==> config.mk <==
export PLATFORM = sky130hd
export DESIGN_NAME = imem_loader
export DESIGN_NICKNAME = d
export VERILOG_FILES = /design/src/rtl/imem_loader_pkg.sv /design/src/rtl/imem_loader_word_assembler.sv /design/src/rtl/imem_loader.sv
export SDC_FILE = /design/constraint.sdc
export NUM_CORES = 1
export LEC_CHECK = 0
export BUFFER_PORTS_ARGS = -buffer_cell sky130_fd_sc_hd__buf_2
export CORE_UTILIZATION = 53
export DETAILED_ROUTE_END_ITERATION = 12
export GPL_TIMING_DRIVEN = 0
export PLACE_DENSITY = 0.74
export SYNTH_ARGS = -nofsm -noshare
export SYNTH_HDL_FRONTEND = slang
export SYNTH_SLANG_ARGS = --single-unit
==> constraint.sdc <==
create_clock -name clk -period 1.9 [get_ports clk]
set_input_delay 0 -clock clk [delete_from_list [all_inputs] [get_ports clk]]
set_output_delay 0 -clock clk [all_outputs]
set_load 0.02 [all_outputs]
==> src/rtl/imem_loader_pkg.sv <==
// imem_loader shared types and constants.
// FSM encoding and stream field widths for the boot loader.
package imem_loader_pkg;

    typedef enum logic [2:0] {
        S_LEN_LO,
        S_LEN_HI,
        S_DATA,
        S_CSUM,
        S_DONE,
        S_ERROR
    } state_t;

    localparam int CSUM_W         = 8;
    localparam int LEN_W          = 16;
    localparam int BYTES_PER_WORD = 4;
    localparam int LANE_W         = 2;
    localparam int WORD_W         = 32;

endpackage

==> src/rtl/imem_loader_word_assembler.sv <==
// Byte-to-word assembler with running data checksum.
// Emits a combinational word_done on the last byte of each word.
module word_assembler
    import imem_loader_pkg::*;
(
    input  logic              clk,
    input  logic              rst_n,
    input  logic              i_clear,
    input  logic              i_byte_en,
    input  logic [7:0]        i_byte,
    output logic              o_word_done,
    output logic [WORD_W-1:0] o_word,
    output logic [CSUM_W-1:0] o_csum
);

    logic [LANE_W-1:0] r_lane;
    logic [23:0]       r_shift;
    logic [CSUM_W-1:0] r_csum;

    assign o_word_done = i_byte_en
                      && (r_lane == LANE_W'(BYTES_PER_WORD - 1));
    assign o_word      = {i_byte, r_shift};
    assign o_csum      = r_csum;

    // Shift bytes in little-endian order and accumulate the checksum.
    always_ff @(posedge clk or negedge rst_n) begin
        if (!rst_n) begin
            r_lane  <= '0;
            r_shift <= '0;
            r_csum  <= '0;
        end else if (i_clear) begin
            r_lane  <= '0;
            r_shift <= '0;
            r_csum  <= '0;
        end else if (i_byte_en) begin
            r_lane  <= r_lane + 1'b1;
            r_shift <= {i_byte, r_shift[23:8]};
            r_csum  <= r_csum + i_byte;
        end
    end

endmodule

==> src/rtl/imem_loader.sv <==
// Boot-time instruction-memory loader.
// Parses a length-prefixed, checksummed byte stream into word writes.
module imem_loader
    import imem_loader_pkg::*;
#(
    parameter int ADDR_WIDTH = 10,
    parameter int BASE_ADDR  = 0
) (
    input  logic                  clk,
    input  logic                  reset,
    input  logic                  in_valid,
    input  logic [7:0]            in_data,
    output logic                  in_ready,
    input  logic                  restart,
    output logic                  imem_we,
    output logic [ADDR_WIDTH-1:0] imem_addr,
    output logic [WORD_W-1:0]     imem_wdata,
    output logic                  cpu_hold,
    output logic                  done,
    output logic                  err
);

    localparam logic [ADDR_WIDTH-1:0] BASE = ADDR_WIDTH'(BASE_ADDR);
    localparam logic [LEN_W:0] CAP =
        {{LEN_W{1'b0}}, 1'b1} << ADDR_WIDTH;

    state_t                r_state;
    logic                  r_in_ready;
    logic                  r_imem_we;
    logic [ADDR_WIDTH-1:0] r_imem_addr;
    logic [WORD_W-1:0]     r_imem_wdata;
    logic                  r_cpu_hold;
    logic                  r_done;
    logic                  r_err;
    logic [LEN_W:0]        r_len;
    logic [LEN_W:0]        r_widx;

    logic                  w_xfer;
    logic                  w_clear;
    logic                  w_byte_en;
    logic                  w_word_done;
    logic [WORD_W-1:0]     w_word;
    logic [CSUM_W-1:0]     w_csum;
    logic [LEN_W:0]        w_n;
    logic [LEN_W:0]        w_widx_nxt;

    // restart wins over a coincident transfer
    assign w_xfer     = in_valid && r_in_ready && !restart;
    assign w_clear    = restart || (r_state == S_LEN_LO);
    assign w_byte_en  = w_xfer && (r_state == S_DATA);
    assign w_n        = {1'b0, in_data, r_len[7:0]};
    assign w_widx_nxt = r_widx + 1'b1;

    word_assembler u_asm (
        .clk         (clk),
        .rst_n       (reset),
        .i_clear     (w_clear),
        .i_byte_en   (w_byte_en),
        .i_byte      (in_data),
        .o_word_done (w_word_done),
        .o_word      (w_word),
        .o_csum      (w_csum)
    );

    // Load FSM with registered handshake, write and status outputs.
    always_ff @(posedge clk or negedge reset) begin
        if (!reset) begin
            r_state      <= S_LEN_LO;
            r_in_ready   <= 1'b0;
            r_imem_we    <= 1'b0;
            r_imem_addr  <= '0;
            r_imem_wdata <= '0;
            r_cpu_hold   <= 1'b1;
            r_done       <= 1'b0;
            r_err        <= 1'b0;
            r_len        <= '0;
            r_widx       <= '0;
        end else if (restart) begin
            r_state    <= S_LEN_LO;
            r_in_ready <= 1'b1;
            r_imem_we  <= 1'b0;
            r_cpu_hold <= 1'b1;
            r_done     <= 1'b0;
            r_err      <= 1'b0;
            r_len      <= '0;
            r_widx     <= '0;
        end else begin
            r_imem_we <= 1'b0;
            unique case (r_state)
                S_LEN_LO: begin
                    r_in_ready <= 1'b1;
                    r_widx     <= '0;
                    if (w_xfer) begin
                        r_len   <= {{(LEN_W-7){1'b0}}, in_data};
                        r_state <= S_LEN_HI;
                    end
                end
                S_LEN_HI: begin
                    if (w_xfer) begin
                        r_len <= w_n;
                        if (w_n > CAP) begin
                            r_state    <= S_ERROR;
                            r_in_ready <= 1'b0;
                            r_err      <= 1'b1;
                        end else if (w_n == '0) begin
                            r_state <= S_CSUM;
                        end else begin
                            r_state <= S_DATA;
                        end
                    end
                end
                S_DATA: begin
                    if (w_word_done) begin
                        r_imem_we    <= 1'b1;
                        r_imem_addr  <= BASE + r_widx[ADDR_WIDTH-1:0];
                        r_imem_wdata <= w_word;
                        r_widx       <= w_widx_nxt;
                        if (w_widx_nxt == r_len) begin
                            r_state <= S_CSUM;
                        end
                    end
                end
                S_CSUM: begin
                    if (w_xfer) begin
                        r_in_ready <= 1'b0;
                        if (in_data == w_csum) begin
                            r_state    <= S_DONE;
                            r_cpu_hold <= 1'b0;
                            r_done     <= 1'b1;
                        end else begin
                            r_state <= S_ERROR;
                            r_err   <= 1'b1;
                        end
                    end
                end
                S_DONE: begin
                    r_in_ready <= 1'b0;
                end
                S_ERROR: begin
                    r_in_ready <= 1'b0;
                end
            endcase
        end
    end

    assign in_ready   = r_in_ready;
    assign imem_we    = r_imem_we;
    assign imem_addr  = r_imem_addr;
    assign imem_wdata = r_imem_wdata;
    assign cpu_hold   = r_cpu_hold;
    assign done       = r_done;
    assign err        = r_err;

endmodule
==> flow_metrics.tcl <==
set metrics [dict create \
    dp_slack_ns -0.507 \
    seqPwrFrac_pct 42.5 \
    synthArstFlopShare_pct 100 \
    max_freq_ghz 0.511 \
    hold_ws_ns 0.0871 \
    reg2reg_from "r_state[2]$_DFFE_PN0P_" \
    p_leak_nw 3.65 \
    start_kind "flip-flop" \
    core_area_um2 9910 \
    vdd_drop_max_uv 680 \
    drt_iter0_markers 370 \
    yosys_warnings 0 \
    hold_viol 0 \
    synth_top_area_cell "dfrtp_1" \
    wl_per_cell_um 18.5 \
    die_w_um 104 \
    routed_wl_um 15000 \
    synthToLayoutAreaGrowth_pct 32.4 \
    finalPower_mw 6.09 \
    worstPathArrival_ns 2.35 \
    fin_cells 811 \
    synth_nets 566 \
    final-setup-viol-count 9 \
    initial_core_util_pct 55.5 \
    dpl.cell_count 735 \
    rsz0062_at_grt "true" \
    slowest_stage "dfrtp_2" \
    syn_avg_cell_area_um2 10.1 \
    power.share.switching_pct 25.4 \
    setup_tns_ns -0.232 \
    path_class "flip-flop to flip-flop" \
    path_cells "nor4bb_4 -> nand3_2 -> a211oi_2 -> nor2_4 -> buf_8 -> o21ai_2 -> o31ai_1" \
    viasPerCell 5.95 \
    cp.required_ns 2.29 \
    reg2regPathDepth 7 \
    p_clk_share_pct 49.4 \
    critical-path-max-stage-delay_ns 0.44 \
    overflow 0 \
    maxSlewHeadroom_pct 36.5 \
    num_vias 4824 \
    drv_cap 0 \
    dieArea_um2 10800 \
    ios 59 \
    cts_buffers 17 \
    grt_pass1_wl_um 23200 \
    placed_area_um2 6000 \
    place.port_buffers 57 \
    post-route-cell-area_um2 7280 \
    skew_ns 0.00869 \
    syn_inst 544 \
    die_y_um 104 \
    dpl.hpwl_um 8970 \
    utilization_pct 73.5 \
    cts_sinks 117 \
    hold_path.class "input pin to asynchronous set/reset pin" \
    synth-edff-count 0 \
    drt_pass1_iterations 5 \
    diodes 0 \
    p_per_area_nw_per_um2 836 \
    run_status "finished, violations left" \
    fin_ws_ns -0.0573 \
    ys_top_cells_by_area "dfrtp_1 (53%), nand2_1 (8.2%), a22o_1 (6.0%), o21ai_0 (3.4%), mux2_2 (3.3%)" \
    intPower_mw 4.55 \
    drc_errors 0 \
    clk_path_buf_depth 2 \
    power.switching_mw 1.54 \
    grt_max_degree 97 \
    globalplace.congestion 0.903 \
    grtUsageTotal_pct 27.7 \
    final_antenna_net_count 0 \
    syn_area_um2 5500 \
    min_period_ns 1.96 \
    cts.reportedPaths.clkPinSlew_ns 0.06 \
    grt_pass1_vias 4540 \
    cts_max_level 4 \
    antenna_found_initial 0 \
    drive_gt1_share_pct 32.7 \
    cts_root_buffer "clkbuf_8" \
    synthFlopType "dfrtp_1" \
    period_share_pct 103 \
    crit_path_max_fanout 10 \
    synth_top_area_share_pct 52.8 \
    violations "negative setup slack" \
    synth_seq_cells 117 \
    layout.nets 687 \
    worstMarginPinSlew_ns 0.950 \
    yosysUniqueCellTypes 58 \
    clock_latency_ns 0.52 \
    combPwrFrac_pct 8.2 \
    r2r_slack_ns -0.06 \
    fp-row-count 36 \
    cts_tree "yes" \
    drv_slew 0 \
    r2r-end "r_widx[6]$_DFFE_PN0P_" \
    seq_area_frac_synth_pct 53.2 \
    endpoint_kind "flip-flop" \
]
==> how the worst max path moves through the flow <==
stage / from / end / slack, ns / cells past startpoint
floorplan: u_asm.o_csum[0]$_DFFE_PN0P_ / u_asm.o_csum[6]$_DFFE_PN0P_ / 0.005 / 8
global placement: reset / r_widx[0]$_DFFE_PN0P_ / -0.73 / 1
detailed placement: r_state[1]$_DFFE_PN0P_ / imem_wdata[5]$_DFFE_PN0P_ / -0.51 / 8
CTS: u_asm.o_csum[6]$_DFFE_PN0P_ / r_state[0]$_DFFE_PN0P_ / -0.01 / 7
global route: r_state[2]$_DFFE_PN0P_ / r_widx[13]$_DFFE_PN0P_ / -0.11 / 7
finish: r_state[2]$_DFFE_PN0P_ / r_widx[6]$_DFFE_PN0P_ / -0.06 / 7
==> cells by family after synthesis <==
| kind of cell | Yosys count | synth area share, % |
|---|---|---|
| AOI/OAI and AO/OA | 119 | 15.2 |
| xor gates and xnor gates | 26 | 4.14 |
| adders and majority gates | 10 | 2.41 |
| buffers and inverters | 34 | 2.59 |
| DFF | 117 | 53.2 |
| muxes | 22 | 4.37 |
| and+or+nand+nor | 216 | 18.1 |
==> critical path: cells and delay by family, from the launching register on <==
family	cells	cell delay, ns
simple gates	3	0.63
compound gates	3	0.57
flops	1	0.44
buf+inv	1	0.18
==> power by group through the flow <==
stage	Combinational [mW]	Sequential (mW)	Clock, mW
finish	0.498	2.59	3.01
detailed placement	0.370	2.62	0
global placement	0.352	2.62	0
global route	0.539	2.59	3.15
CTS	0.431	2.58	3.03
floorplan	0.209	2.61	0
==> layout by cell type (no fill, tap or decap), types with 7 or more instances in the layout <==
master         Yosys  final
nor2_1            37     36
buf_4              0     35
clkbuf_16          0     16
nor3_1            10      7
a22o_1            38     38
buf_2              6     59
dfrtp_2            0     10
ha_4               0      7
dlygate4sd3_1      0     12
dfrtp_1          116    106
a21oi_1           12     10
nand2_1          120    119
o21ai_1            2     14
xnor2_1           14     12
xor2_1            12     11
mux2_2            16     16
clkbuf_2           0      9
o21ai_0           37     23
==> sequential cells by signal (all words and copies together), names as in the netlist, 2 cells and up <==
register / count
u_asm.r_shift: 24
r_widx: 17
imem_addr: 10
r_state: 3
r_len: 16
imem_wdata: 32
u_asm.o_csum: 8
u_asm.r_lane: 2
==> layer usage <==
metal  GRT usage, %  wire (um)  up-vias
met4           9.69        420        0
met1           38.4       6420     2366
li1               -          -     2174
met3           5.95       1020       43
met5              0          0        -
met2           43.2       7190      241
==> cell usage after synthesis (all sizes together) (2+ instances only) <==
master and number:
a211oi 2, a21o 3, a21oi 12, a22o 38, a31oi 4, and3 4, buf 8, clkbuf 19
dfrtp 116, ha 9, inv 7, mux2 16, mux2i 6, nand2 120, nand2b 4, nand3 9
nand4 6, nor2 37, nor2b 4, nor3 12, nor4 5, o211ai 3, o21ai 39, o311ai 2
o31ai 4, o41ai 3, or2 6, or3 3, xnor2 14, xor2 12
==> layout make-up <==
type	instances	area [um^2]
multi-input cells	393	2710
repair buffers	103	694
clock inverters	13	121
well taps	133	166
inverters	7	28.8
flip-flops and latches	117	2940
clock buffers	19	442
fillers	671	2630
plain buffers	26	175
==> what timing repair did <==
| action | in CTS | in global routing |
|---|---|---|
| resized for setup | 43 | 66 |
| pin swaps | 12 | 17 |
| endpoints found under the hold margin | 152 | 4 |
| setup endpoints to repair | 91 | 93 |
| cloned | 0 | 0 |
| setup buffers | 18 | 15 |
| hold buffers | 11 | 1 |
No activity file was read; power rests on OpenSTA's default activity.
